[config.mk]
export PLATFORM = sky130hd
export DESIGN_NAME = max_scan_ctrl
export DESIGN_NICKNAME = d
export VERILOG_FILES = /design/src/rtl/max_scan_ctrl.sv
export SDC_FILE = /design/constraint.sdc
export NUM_CORES = 1
export LEC_CHECK = 0
export CAP_MARGIN = 25
export CORE_UTILIZATION = 25
export CTS_CLUSTER_SIZE = 25
export DETAILED_ROUTE_END_ITERATION = 8
export PLACE_DENSITY_LB_ADDON = 0.25
export SYNTH_ARGS = -nofsm -noshare
export SYNTH_HDL_FRONTEND = slang
export SYNTH_SLANG_ARGS = --single-unit
export TNS_END_PERCENT = 100
[constraint.sdc]
create_clock -name clk -period 2.92 [get_ports clk]
set_input_delay 0.584 -clock clk [delete_from_list [all_inputs] [get_ports clk]]
set_output_delay 0.584 -clock clk [all_outputs]
set_load 0.03 [all_outputs]
[src/rtl/max_scan_ctrl.sv]
// Frame-buffered signed max finder: fills DEPTH samples, then scans them
// with one time-shared comparator and offers the max and its index.
module max_scan_ctrl #(
  parameter int WIDTH = 9,
  parameter int DEPTH = 4
) (
  input  logic                     clk,
  input  logic                     rst,
  input  logic                     s_valid,
  output logic                     s_ready,
  input  logic [WIDTH-1:0]         s_data,
  input  logic                     abort,
  output logic                     m_valid,
  input  logic                     m_ready,
  output logic [WIDTH-1:0]         m_max,
  output logic [$clog2(DEPTH)-1:0] m_idx,
  output logic                     busy
);

  localparam int IW = $clog2(DEPTH);
  localparam logic [IW-1:0] LAST = IW'(DEPTH - 1);

  typedef enum logic [1:0] {
    FILL,
    SCAN,
    DONE
  } state_t;

  state_t                   state;
  logic [WIDTH-1:0]         mem [DEPTH];
  logic [IW-1:0]            wr_cnt;
  logic [IW-1:0]            scan_ptr;
  logic signed [WIDTH-1:0]  cur_max;
  logic [IW-1:0]            cur_idx;
  logic                     wr_en;
  logic                     gt;

  assign wr_en = !rst && !abort && s_valid && (state == FILL);
  // the only magnitude comparator; ties keep the earlier index
  assign gt = $signed(mem[scan_ptr]) > cur_max;

  always_ff @(posedge clk) begin
    if (wr_en)
      mem[wr_cnt] <= s_data;
  end

  always_ff @(posedge clk) begin
    if (rst) begin
      state    <= FILL;
      wr_cnt   <= '0;
      scan_ptr <= '0;
      cur_max  <= '0;
      cur_idx  <= '0;
    end else if (abort) begin
      state    <= FILL;
      wr_cnt   <= '0;
      scan_ptr <= '0;
    end else begin
      unique case (state)
        FILL: begin
          if (s_valid) begin
            if (wr_cnt == LAST) begin
              state    <= SCAN;
              wr_cnt   <= '0;
              cur_max  <= $signed(mem[0]);
              cur_idx  <= '0;
              scan_ptr <= IW'(1);
            end else begin
              wr_cnt <= wr_cnt + 1'b1;
            end
          end
        end
        SCAN: begin
          if (gt) begin
            cur_max <= $signed(mem[scan_ptr]);
            cur_idx <= scan_ptr;
          end
          scan_ptr <= scan_ptr + 1'b1;
          if (scan_ptr == LAST)
            state <= DONE;
        end
        DONE: begin
          if (m_ready) begin
            state    <= FILL;
            wr_cnt   <= '0;
            scan_ptr <= '0;
          end
        end
        default: state <= FILL;
      endcase
    end
  end

  // outputs are forced quiet while rst is held, before any edge lands
  assign s_ready = !rst && (state == FILL);
  assign m_valid = !rst && (state == DONE);
  assign busy    = !rst && (state != FILL);
  assign m_max   = m_valid ? cur_max : '0;
  assign m_idx   = m_valid ? cur_idx : '0;

endmodule

# Word level (Yosys, flattened, before mapping)
# Memory sizes are Yosys's and may differ from the RTL's. A register that Yosys moved wholly into a read port is not among the register bits.
# Index checks and enable logic that the tools add are counted.
[totals] inputBits=14 mem_bits_rw=36 mem_count=1 regBits=17
[memory_table] name="mem" depth=4 word_bits=9 read_ports=2 rd_clocked_by_memory_dff=1 wr=1 line_no="30" source="logic [WIDTH-1:0] mem [DEPTH];"
[op_classes] reduce_logical=18 magnitude_cmp=1 n_addsub=2 bitwise_logic=1 mux=23 eq_ne=9
[ops] cell="9-bit 2-to-1 mux" count=4
[ops] cell="2-bit 2-to-1 mux" count=12
[ops] cell="9-bit one-hot mux with 2 select lines" count=1
[ops] cell="2-bit one-hot mux with 3 select lines" count=2
[ops] cell="9-bit > comparator" count=1
[ops] cell="2-bit inequality test, second input constant" count=4
[ops] cell="2-bit one-hot mux with 2 select lines" count=2
[ops] cell="4-bit AND reduction" count=2
[ops] cell="2-bit == test, second input constant" count=3
[ops] cell="1-bit logical AND" count=6
[ops] cell="2-bit nonzero test" count=3
[ops] cell="5-bit AND reduction" count=1
[ops] cell="2-bit by 1-bit adder with 2-bit output, second input constant" count=2
[ops] cell="3-bit AND reduction" count=1
[ops] cell="3-bit nonzero test" count=1
[ops] cell="2-bit by 1-bit == test with 1-bit output, second input constant" count=1
[ops] cell="1-bit zero test" count=2
[ops] cell="2-bit zero test" count=1
[ops] cell="1-bit 2-to-1 mux" count=2
[ops] cell="2-bit by 1-bit inequality test with 1-bit output, second input constant" count=1
[ops] cell="2-bit OR reduction" count=1
[ops] cell="1-bit inverter" count=1

# Depth between registers and ports, before layout
[logic_depth] depth_word=6 mapped_depth=13 depth_no_buf=9

# Least setup slack after synthesis
# OpenSTA, ideal clock, no wires.
[synth_path] path_kind="register -> register" startpoint="reg with a tool-made name" endpoint="reg cur_idx[0]" arrival_ns=2.619 path_stages_with_launch=14 setup_ns=0.072 path_slack_ns=0.230 path_buffers=4 synth_period_minus_slack_ns=2.690 cell_sequence="dfxtp_1 > buf_4 > buf_2 > buf_1 > nor2b_1 > a211oi_1 > a21oi_1 > ha_1 > a21oi_1 > o32ai_1 > a221o_2 > buf_6 > a21oi_4 > mux2i_1"
[synth_rtl] item="end signal, assigned" line_no="76" source="cur_idx <= scan_ptr;"
[synth_rtl] item="end, declared" line_no="34" source="logic [IW-1:0] cur_idx;"

==> flow_metrics.tcl <==
set metrics [dict create \
    holdCritPathClass "reg -> reg" \
    timing.setup.critical_path_class "reg -> reg" \
    detailedRoute.firstPassIterationCount 4 \
    wirelength_um 6430 \
    synth-adder-area-share_pct 7.38 \
    initial_utilization_pct 26.2 \
    pin_count 28 \
    route.detailed.drc 0 \
    horiz_die_dim_um 112 \
    cts_setup_buffers 0 \
    port_buffers 27 \
    peakVddDrop_uv 186 \
    yosysTopAreaCell "sky130_fd_sc_hd__edfxtp_1" \
    setup_total_negative_slack_ns 0 \
    final-hold-violation-count 0 \
    register_to_register_setup_slack_ns 0.21 \
    fp.dieArea_mm2 0.0126 \
    power.density_cell_area_mw_per_mm2 425 \
    period_needed_ns 2.71 \
    setup-violations-final 0 \
    grt-ovfl-total 0 \
    critPathBufInv 1 \
    least_margin_pin_slew_ns 0.762 \
    cts.sink_count 55 \
    synth.area.top_cells "sky130_fd_sc_hd__edfxtp_1, sky130_fd_sc_hd__dfxtp_1, sky130_fd_sc_hd__ha_1" \
    core-area_mm2 0.0117 \
    end_kind "flip-flop" \
    number_of_antenna_cells_inserted 0 \
    clock.fmax_mhz 369 \
    total_track_usage_pct 10.7 \
    most_frequently_used_flop_master_after_synthesis "sky130_fd_sc_hd__edfxtp_1" \
    worst_clock_skew_ns 0.00665 \
    leakagePower_uw 0.00117 \
    synth_xor_xnor_area_share_pct 0 \
    synth_warnings 0 \
    syn_inst 291 \
    timing.critical_path.slowest_cell_delay_ns 0.69 \
    final-max-slew-violation-count 0 \
    cp-start-kind "flip-flop" \
    clkSlewWorstSetupHoldPaths_ns 0.07 \
    number_of_global_route_vias_before_repair 2014 \
    required_time_at_the_endpoint_of_the_critical_path_ns 3.10 \
    crit_chain "buf_12 > nor2b_1 > a211oi_1 > a21oi_1 > ha_1 > a21oi_1 > o32ai_1 > a221oi_2 > nor4_1 > nand3b_1" \
    cts-htree-levels 2 \
    placedInstanceArea_mm2 0.00341 \
    detail-route-antenna-nets 0 \
    share_of_final_layout_standard_cells_stronger_than_drive_strength_1_pct 11.5 \
    first_pass_grt_wire_length_um 10600 \
    critPathMaxFanout 35 \
    die_h_um 112 \
    cts_root_buffer "sky130_fd_sc_hd__clkbuf_16" \
    critical_path.top_delay_family "compound AO/OA/AOI/OAI gates" \
    finished_cell_area_mm2 0.00356 \
    place_congestion 0.727 \
    dpl.hpwl_um 4760 \
    cp.arrival_ns 2.89 \
    synth_top_cell_area_share_pct 35.4 \
    cts-resized-gates 0 \
    seq_total_area_yosys_pct 47.9 \
    crit_top_cell "sky130_fd_sc_hd__a21oi_1" \
    synth_area_mm2 0.00305 \
    synth_enable_flop_cells 36 \
    fin_nets 343 \
    post_cts_hold_buffer_count 0 \
    syn-num-nets 323 \
    min_period_over_period_pct 92.7 \
    detail_route.wl_per_cell_um 14.1 \
    synth-compound-area-share_pct 16.4 \
    synthesis.area_per_instance_um2 10.5 \
    via_per_inst 4.76 \
    slew-limit-headroom_pct 49.2 \
    critical_path.slowest_cell "sky130_fd_sc_hd__a221oi_2" \
    synthMuxAreaShare_pct 4.72 \
    tritoncts "done" \
    post_synth_and_or_nand_nor_area_fraction_pct 18.3 \
    rows 39 \
    status "finished, final reports clean" \
    worst_skew_pair.late_latency_ns 0.29 \
    grt_start_max_net_pins 36 \
    synthMostInstantiatedCell "sky130_fd_sc_hd__edfxtp_1" \
    vias 2166 \
    yosysUniqueCellTypes 46 \
    synth.ff_latch_count 55 \
    clock_path_buffers 2 \
    main_combinational_cell_family_by_area_after_synthesis "simple AND/OR/NAND/NOR gates" \
    area_delta_synth_final_pct 16.7 \
    dr.first_iter.drc_count 138 \
    tritoncts.num_buffers 5 \
    max-cap-violations 0 \
    synth.cells.most_frequent "sky130_fd_sc_hd__edfxtp_1, sky130_fd_sc_hd__a21oi_1, sky130_fd_sc_hd__dfxtp_1" \
    rsz_0062_raised_after_global_routing "false" \
    synth_async_sr_flop_share_pct 0 \
    grt_antenna_before_repair 0 \
]
-- metrics by stage --
stage          setup slack [ns]  power, µW  hold WS (ns)  cells  utilization (%)
2_1_floorplan             0.230        890         0.448    291                -
3_3_place_gp              0.327        923         0.465    447             29.2
3_5_place_dp              0.239        925         0.465    447             29.2
4_1_cts                   0.226       1530         0.481    455             30.5
5_1_grt                 0.00637       1570         0.519    455             30.5
6_report                  0.213       1510         0.474    455             30.5
-- layout make-up --
cell class	instances	area [µm²]
fill	1177	8100
sequential	55	1460
multi-input combinational	202	1430
timing repair buffer	32	285
tap	143	179
clock buffer	5	125
inverter	15	56.3
clock inverter	3	23.8
-- power breakdown --
part	leakage (µW)	internal, µW	switching (µW)
sequential	0.000478	833	3.04
clock	0.0000664	321	283
combinational	0.000628	32.7	38.3
total	0.00117	1190	324
-- worst register-to-register path: stages (launching register included) --
cell and delay (ns):
sky130_fd_sc_hd__dfxtp_1 0.36, sky130_fd_sc_hd__buf_12 0.20, sky130_fd_sc_hd__nor2b_1 0.09, sky130_fd_sc_hd__a211oi_1 0.23
sky130_fd_sc_hd__a21oi_1 0.07, sky130_fd_sc_hd__ha_1 0.32, sky130_fd_sc_hd__a21oi_1 0.19, sky130_fd_sc_hd__o32ai_1 0.14
sky130_fd_sc_hd__a221oi_2 0.69, sky130_fd_sc_hd__nor4_1 0.11, sky130_fd_sc_hd__nand3b_1 0.18
-- cells by family after synthesis --
group | Yosys count
AOI/OAI and AO/OA | 71
adders and majority gates | 18
muxes | 13
buffers and inverters | 34
DFF | 55
and+or+nand+nor | 100
-- per-layer routing --
metal / GRT usage [%] / share of wire [%] / wire length, µm
met1: 15.1 / 52 / 3320
met2: 16.6 / 45 / 2880
met3: 1.84 / 2.7 / 171
met4: 3.47 / 0.95 / 61
met5: 0 / 0 / 0
-- final timing paths --
check	from	endpoint	cells past startpoint
setup / recovery	flip-flop	cur_max[7]	10
hold / removal	cur_idx[0]	cur_idx[0]	2
setup reg to reg	flip-flop	cur_max[7]	10
hold reg to reg	cur_idx[0]	cur_idx[0]	2
-- placed cells by master, fill, tap and decap left out, types with 4 or more instances in the layout --
master                            count
sky130_fd_sc_hd__nand2_1             18
sky130_fd_sc_hd__a21oi_1             24
sky130_fd_sc_hd__mux2i_1             11
sky130_fd_sc_hd__o21ai_0              4
sky130_fd_sc_hd__clkdlybuf4s50_1     13
sky130_fd_sc_hd__nor2b_1             12
sky130_fd_sc_hd__nand2b_1             4
sky130_fd_sc_hd__o22a_1               7
sky130_fd_sc_hd__nor3_1               8
sky130_fd_sc_hd__o211ai_1             8
sky130_fd_sc_hd__a211oi_1             8
sky130_fd_sc_hd__nor2_1              11
sky130_fd_sc_hd__clkbuf_16            5
sky130_fd_sc_hd__nand3_1              9
sky130_fd_sc_hd__and2_1              16
sky130_fd_sc_hd__a22oi_1              8
sky130_fd_sc_hd__dfxtp_1             19
sky130_fd_sc_hd__ha_1                18
sky130_fd_sc_hd__edfxtp_1            36
sky130_fd_sc_hd__buf_4               18
sky130_fd_sc_hd__nor3b_1             11
sky130_fd_sc_hd__inv_1               15
-- registers in the layout (all words and copies together) (netlist names), named ones only --
name,count
mem,36
cur_max,9
cur_idx,2
scan_ptr,2
state,2
wr_cnt,2
No activity file was read; power rests on OpenSTA's default activity.
